[src/rtl/decode_stage_pkg.sv]
// Shared types and constants for the decode stage.
// Field layout: [8:6] opcode, [5:3] Ra, [2:0] Rb.
package decode_stage_pkg;

    localparam int IW     = 9;
    localparam int RW     = 3;
    localparam int OP_MSB = 8;
    localparam int OP_LSB = 6;

    typedef enum logic [2:0] {
        ADD = 3'd0,
        LSH = 3'd1,
        RSH = 3'd2,
        XOR = 3'd3,
        AND = 3'd4,
        SUB = 3'd5,
        CLR = 3'd6,
        ILL = 3'd7
    } op_mne;

    typedef struct packed {
        op_mne      op;
        logic [2:0] ra;
        logic [2:0] rb;
    } dec_t;

    localparam int   DEC_W   = $bits(dec_t);
    localparam dec_t DEC_RST = '{op: CLR, ra: 3'd0, rb: 3'd0};

    function automatic dec_t decode(input logic [IW-1:0] inst);
        dec_t d;
        d.op = op_mne'(inst[OP_MSB:OP_LSB]);
        d.ra = inst[2*RW-1:RW];
        d.rb = inst[RW-1:0];
        return d;
    endfunction

endpackage

[src/rtl/decode_stage_if.sv]
// Fetch-side and ALU-side valid/ready bundles for the decode stage.
// The producer of each bundle uses the master modport.
interface decode_in_if;
    import decode_stage_pkg::*;

    logic [IW-1:0] InstIn;
    logic          InValid;
    logic          InReady;

    modport master (output InstIn, output InValid, input InReady);
    modport slave  (input InstIn, input InValid, output InReady);
endinterface

interface decode_out_if;
    import decode_stage_pkg::*;

    logic          OutValid;
    logic          OutReady;
    op_mne         OutOp;
    logic [RW-1:0] OutRa;
    logic [RW-1:0] OutRb;

    modport master (
        output OutValid, output OutOp, output OutRa, output OutRb,
        input OutReady
    );
    modport slave (
        input OutValid, input OutOp, input OutRa, input OutRb,
        output OutReady
    );
endinterface

[src/rtl/decode_stage_skid_buf.sv]
// Generic 2-entry skid buffer: main entry drives the output,
// skid entry absorbs one beat so in_ready_o can be registered.
module skid_buf #(
    parameter int           W       = 9,
    parameter logic [W-1:0] RST_VAL = '0
) (
    input  logic         clk_i,
    input  logic         rst_i,
    input  logic         in_valid_i,
    output logic         in_ready_o,
    input  logic [W-1:0] in_data_i,
    output logic         out_valid_o,
    input  logic         out_ready_i,
    output logic [W-1:0] out_data_o
);

    logic         m_v_q, m_v_d;
    logic         s_v_q, s_v_d;
    logic [W-1:0] m_q, m_d;
    logic [W-1:0] s_q, s_d;
    logic         pop, acc;

    assign in_ready_o  = !s_v_q;
    assign out_valid_o = m_v_q;
    assign out_data_o  = m_q;

    assign pop = m_v_q && out_ready_i;
    assign acc = in_valid_i && !s_v_q;

    always_comb begin
        m_v_d = m_v_q;
        s_v_d = s_v_q;
        m_d   = m_q;
        s_d   = s_q;
        if (pop && s_v_q) begin
            // skid full means in_ready_o is low, so no accept here
            m_d   = s_q;
            s_v_d = 1'b0;
        end else if (acc && (!m_v_q || pop)) begin
            m_d   = in_data_i;
            m_v_d = 1'b1;
        end else if (acc) begin
            s_d   = in_data_i;
            s_v_d = 1'b1;
        end else if (pop) begin
            m_v_d = 1'b0;
        end
    end

    always_ff @(posedge clk_i or posedge rst_i) begin
        if (rst_i) begin
            m_v_q <= 1'b0;
            s_v_q <= 1'b0;
            m_q   <= RST_VAL;
            s_q   <= RST_VAL;
        end else begin
            m_v_q <= m_v_d;
            s_v_q <= s_v_d;
            m_q   <= m_d;
            s_q   <= s_d;
        end
    end

endmodule

[src/rtl/decode_stage.sv]
// Decode stage: field extraction, illegal-opcode filter, skid buffer.
// Optional DECODE_STALL_CNT_EN adds a saturating output-stall counter.
module decode_stage
    import decode_stage_pkg::*;
(
    input  logic         Clk_i,
    input  logic         Reset_i,
    decode_in_if.slave   in_if,
    decode_out_if.master out_if,
`ifdef DECODE_STALL_CNT_EN
    output logic [15:0]  StallCnt_o,
`endif
    output logic         IllegalSeen_o
);

    dec_t dec;
    dec_t m_dec;
    logic legal;
    logic sb_in_ready;
    logic ill_acc;
    logic ill_q, ill_d;

    assign dec   = decode(in_if.InstIn);
    assign legal = (dec.op != ILL);

    assign in_if.InReady = sb_in_ready;

    // Illegal words are consumed here and never reach the buffer.
    assign ill_acc = in_if.InValid && sb_in_ready && !legal;
    assign ill_d   = ill_q || ill_acc;

    skid_buf #(
        .W       (DEC_W),
        .RST_VAL (DEC_RST)
    ) u_skid (
        .clk_i       (Clk_i),
        .rst_i       (Reset_i),
        .in_valid_i  (in_if.InValid && legal),
        .in_ready_o  (sb_in_ready),
        .in_data_i   (dec),
        .out_valid_o (out_if.OutValid),
        .out_ready_i (out_if.OutReady),
        .out_data_o  (m_dec)
    );

    assign out_if.OutOp = m_dec.op;
    assign out_if.OutRa = m_dec.ra;
    assign out_if.OutRb = m_dec.rb;

    always_ff @(posedge Clk_i or posedge Reset_i) begin
        if (Reset_i) ill_q <= 1'b0;
        else         ill_q <= ill_d;
    end

    assign IllegalSeen_o = ill_q;

`ifdef DECODE_STALL_CNT_EN
    logic [15:0] stall_q, stall_d;

    always_comb begin
        stall_d = stall_q;
        if (out_if.OutValid && !out_if.OutReady && stall_q != 16'hFFFF)
            stall_d = stall_q + 16'd1;
    end

    always_ff @(posedge Clk_i or posedge Reset_i) begin
        if (Reset_i) stall_q <= 16'd0;
        else         stall_q <= stall_d;
    end

    assign StallCnt_o = stall_q;
`endif

endmodule

[src/flat_wrapper.sv]
// flat-port wrapper written by rule: the top's interface ports become plain ports
module decode_stage_flat import decode_stage_pkg::*;
  (Clk_i, Reset_i, IllegalSeen_o, in_if_InstIn, in_if_InValid, in_if_InReady, out_if_OutValid, out_if_OutOp, out_if_OutRa, out_if_OutRb, out_if_OutReady);
  decode_in_if in_if_i ();
  decode_out_if out_if_i ();
  input  logic Clk_i;
  input  logic Reset_i;
  output logic IllegalSeen_o;
  input wire logic [$bits(in_if_i.InstIn)-1:0] in_if_InstIn;
  input wire logic [$bits(in_if_i.InValid)-1:0] in_if_InValid;
  output wire logic [$bits(in_if_i.InReady)-1:0] in_if_InReady;
  output wire logic [$bits(out_if_i.OutValid)-1:0] out_if_OutValid;
  output wire logic [$bits(out_if_i.OutOp)-1:0] out_if_OutOp;
  output wire logic [$bits(out_if_i.OutRa)-1:0] out_if_OutRa;
  output wire logic [$bits(out_if_i.OutRb)-1:0] out_if_OutRb;
  input wire logic [$bits(out_if_i.OutReady)-1:0] out_if_OutReady;
  assign in_if_i.InstIn = in_if_InstIn;
  assign in_if_i.InValid = in_if_InValid;
  assign in_if_InReady = in_if_i.InReady;
  assign out_if_OutValid = out_if_i.OutValid;
  assign out_if_OutOp = out_if_i.OutOp;
  assign out_if_OutRa = out_if_i.OutRa;
  assign out_if_OutRb = out_if_i.OutRb;
  assign out_if_i.OutReady = out_if_OutReady;
  decode_stage u_core (.Clk_i(Clk_i), .Reset_i(Reset_i), .in_if(in_if_i), .out_if(out_if_i), .IllegalSeen_o(IllegalSeen_o));
endmodule
[config.mk]
export PLATFORM = sky130hd
export DESIGN_NAME = decode_stage_flat
export DESIGN_NICKNAME = d
export VERILOG_FILES = /design/src/rtl/decode_stage_pkg.sv /design/src/rtl/decode_stage_if.sv /design/src/rtl/decode_stage_skid_buf.sv /design/src/rtl/decode_stage.sv /design/src/flat_wrapper.sv
export SDC_FILE = /design/constraint.sdc
export NUM_CORES = 1
export LEC_CHECK = 0
export ABC_AREA = 0
export CORE_AREA = 2 2 59 61
export CTS_BUF_LIST = sky130_fd_sc_hd__clkbuf_8 sky130_fd_sc_hd__clkbuf_16
export DETAILED_ROUTE_END_ITERATION = 16
export DIE_AREA = 0 0 61 63
export SETUP_SLACK_MARGIN = 0.4
export SYNTH_ARGS = -nofsm -noshare
export SYNTH_HDL_FRONTEND = slang
export SYNTH_SLANG_ARGS = --single-unit
[constraint.sdc]
create_clock -name Clk_i -period 1.2 [get_ports Clk_i]
set_input_delay 0.24 -clock Clk_i [delete_from_list [all_inputs] [get_ports Clk_i]]
set_output_delay 0.24 -clock Clk_i [all_outputs]
set_load 0.1 [all_outputs]
==> flow_metrics.env <==
export IMPL_p_sw_w=0.00223
export IMPL_drv_cap=0
export IMPL_avgSynthCellArea_um2=13.6
export IMPL_p_int_w=0.00268
export IMPL_relSlewSlack_pct=85.7
export IMPL_via_count=730
export IMPL_r2r_setup_slack_ns=-0.14
export IMPL_crit_end="u_core.u_skid.s_q[5]"
export IMPL_clock_skew_ns=0.000944
export IMPL_grt_start_max_net_pins=22
export IMPL_setup_violations=23
export IMPL_grt_usage_pct=13.3
export IMPL_finalNetCount=125
export IMPL_hp_class="in -> async"
export IMPL_synth_seq_cells=21
export IMPL_run_status="complete, but fails checks"
export IMPL_drtIter0Drc=18
export IMPL_die_height_um=63
export IMPL_clock_power_share_pct=9.8
export IMPL_dp_hpwl_mm=1.43
export IMPL_areaGrowthSynthToFinish_pct=82.2
export IMPL_path_max_fanout=5
export IMPL_max_stage_delay_ns=0.53
export IMPL_syn_area_um2=926
export IMPL_violations="setup timing"
export IMPL_pwr_share_comb_pct=59.9
export IMPL_insertion_delay_ns=0.26
export IMPL_cts_buffers=3
export IMPL_fmax_ghz=0.740
export IMPL_switching_share_pct=45.3
export IMPL_tns_ns=-2.55
export IMPL_antenna_left=0
export IMPL_syn_num_nets=81
export IMPL_path_cells="clkdlybuf4s50_1 > and2b_2 > nand3_4 > mux2_4"
export IMPL_min_period_ns=1.35
export IMPL_clk_path_buf_depth=2
export IMPL_tritoncts="built"
export IMPL_r2r_start="u_core.u_skid.out_valid_o"
export IMPL_rr_endpoint="u_core.u_skid.s_q[5]"
export IMPL_synth_seq_area_share_pct=57.3
export IMPL_synth_cell_type_count=21
export IMPL_clock_sinks=21
export IMPL_core_um2=3230
export IMPL_leakage_nw=0.731
export IMPL_most_common_layout_cells="13 x buf_12, 10 x mux2_4, 9 x a221o_1, 9 x dfrtp_4"
export IMPL_hold_viol=0
export IMPL_antenna_found_initial=0
export IMPL_clk_pin_slew_ns=0.08
export IMPL_viasPerCell=4.65
export IMPL_fin_util_pct=52.2
export IMPL_worstSetupStartpointType="primary input"
export IMPL_drive_gt1_share_pct=60.4
export IMPL_end_kind="register"
export IMPL_rows=21
export IMPL_irDropWorstVdd_v=0.00167
export IMPL_critPathLaunch="out_if_OutReady"
export IMPL_reg2reg_depth=3
export IMPL_ys_top_cells_by_area="dfrtp_1 46%, dfstp_2 11%, a221o_1 9.7%"
export IMPL_first_global_vias=808
export IMPL_rsz0062_at_grt="yes"
export IMPL_cts_root_buf="clkbuf_8"
export IMPL_portBuffers=24
export IMPL_power_density_nw_per_um2=2910
export IMPL_wire_per_inst_um=14.9
export IMPL_drc=0
export IMPL_fin_hold_ws_ns=0.284
export IMPL_final_common_cell="buf_12"
export IMPL_yosysTopAreaCellShare_pct=45.9
export IMPL_cp_data_required_time_ns=1.35
export IMPL_antennaDiodeCount=0
export IMPL_ys_warn_count=0
export IMPL_dr_pass1_iters=4
export IMPL_netlist_instances=68
export IMPL_overflow=0
export IMPL_tightest_slew_ns=0.214
export IMPL_pin_count=25
export IMPL_fin_ws_ns=-0.151
export IMPL_seq_power_share_pct=30.4
export IMPL_n_fill_cell=266
export IMPL_slowest_stage="clkdlybuf4s50_1"
export IMPL_grt_pass1_wl_mm=3.83
export IMPL_min_period_over_period_pct=113
export IMPL_totalWireLength_mm=2.34
export IMPL_die_w_um=61
export IMPL_start_util_pct=28.6
export IMPL_crit_type="in -> reg"
export IMPL_die_area_um2=3840
export IMPL_htreeDepth=1
export IMPL_slew_violations=0
export IMPL_yosys_area_top_type="dfrtp_1"
export IMPL_place_congestion=0.715
export IMPL_cp_arrival_ns=1.50
export IMPL_dp_slack_ns=-0.527
==> worst min path at each step <==
stage	from	end	slack [ns]	depth (start not counted)
2_1_floorplan	Reset_i	u_core.IllegalSeen_o	0.21	1
3_3_place_gp	u_core.u_skid.s_q[4]	u_core.u_skid.s_q[4]	0.48	1
3_5_place_dp	u_core.u_skid.s_q[6]	u_core.u_skid.s_q[6]	0.49	1
4_1_cts	Reset_i	u_core.u_skid.out_data_o[5]	0.29	3
5_1_grt	Reset_i	u_core.u_skid.out_data_o[5]	0.31	3
6_report	Reset_i	u_core.u_skid.out_data_o[5]	0.28	3
==> routing by layer <==
| layer | part of all wire [%] | global-route usage, % | vias up |
|---|---|---|---|
| met5 | 0 | 0 | - |
| met4 | 0 | 1.63 | 0 |
| met3 | 6.1 | 4.76 | 0 |
| met2 | 49 | 21.0 | 23 |
| met1 | 45 | 18.0 | 365 |
| li1 | - | - | 342 |
==> cell type report <==
type                            count  area, µm²  area share, %
Tap cell                           46       57.6           3.41
Clock buffer                        3       41.3           2.45
Inverter                            2       11.3          0.668
Sequential cell                    21        573           34.0
Clock inverter                      1       5.00          0.297
Timing Repair Buffer               39        510           30.3
Multi-Input combinational cell     45        488           28.9
==> state kept, by name, indices dropped and copies added (netlist names) <==
signal and cells:
u_core.u_skid.out_data_o 9, u_core.IllegalSeen_o 1, u_core.u_skid.s_v_q 1, u_core.u_skid.s_q 9
u_core.u_skid.out_valid_o 1
==> critical path: cells and delay by family <==
kind,cells,cell delay (ns)
AND/OR/NAND/NOR,2,0.42
buffers and inverters,1,0.53
multiplexers,1,0.31
==> logic make-up after synthesis <==
group / share of synthesized area [%]
and+or+nand+nor: 15.4
muxes: 12.6
buffers and inverters: 1.89
AOI/OAI and AO/OA: 12.8
DFF: 57.3
==> synth_stat cells (all sizes together) <==
master	instances
dfrtp	17
mux2	10
a221o	9
and2	9
dfstp	4
nand3	3
nor2b	3
and3	2
buf	2
inv	2
a21o	1
a21oi	1
a31oi	1
a41o	1
and2b	1
nand2b	1
nand4b	1
==> stage by stage <==
stage / total power [W] / instances / area (µm²)
3_5_place_dp: 0.00425 / 145 / 1500
6_report: 0.00491 / 157 / 1690
2_1_floorplan: 0.00321 / 68 / 1020
4_1_cts: 0.00489 / 155 / 1660
3_3_place_gp: 0.00422 / 145 / 1500
5_1_grt: 0.00510 / 157 / 1690
==> power by group through the flow <==
stage | clock network (W) | logic (W) | registers (W)
finish | 0.000481 | 0.00294 | 0.00149
global placement | 0 | 0.00274 | 0.00148
detailed placement | 0 | 0.00277 | 0.00148
floorplan | 0 | 0.000628 | 0.00258
global route | 0.000522 | 0.00305 | 0.00154
CTS | 0.000485 | 0.00292 | 0.00149
==> timing repair <==
action / in CTS / in global routing
setup buffers: 4 / 2
pin swaps: 6 / 6
setup endpoints to repair: 33 / 33
hold buffers: 0 / 0
cloned: 2 / 0
gates resized for setup: 22 / 3
Power figures use the tool's default switching activity.
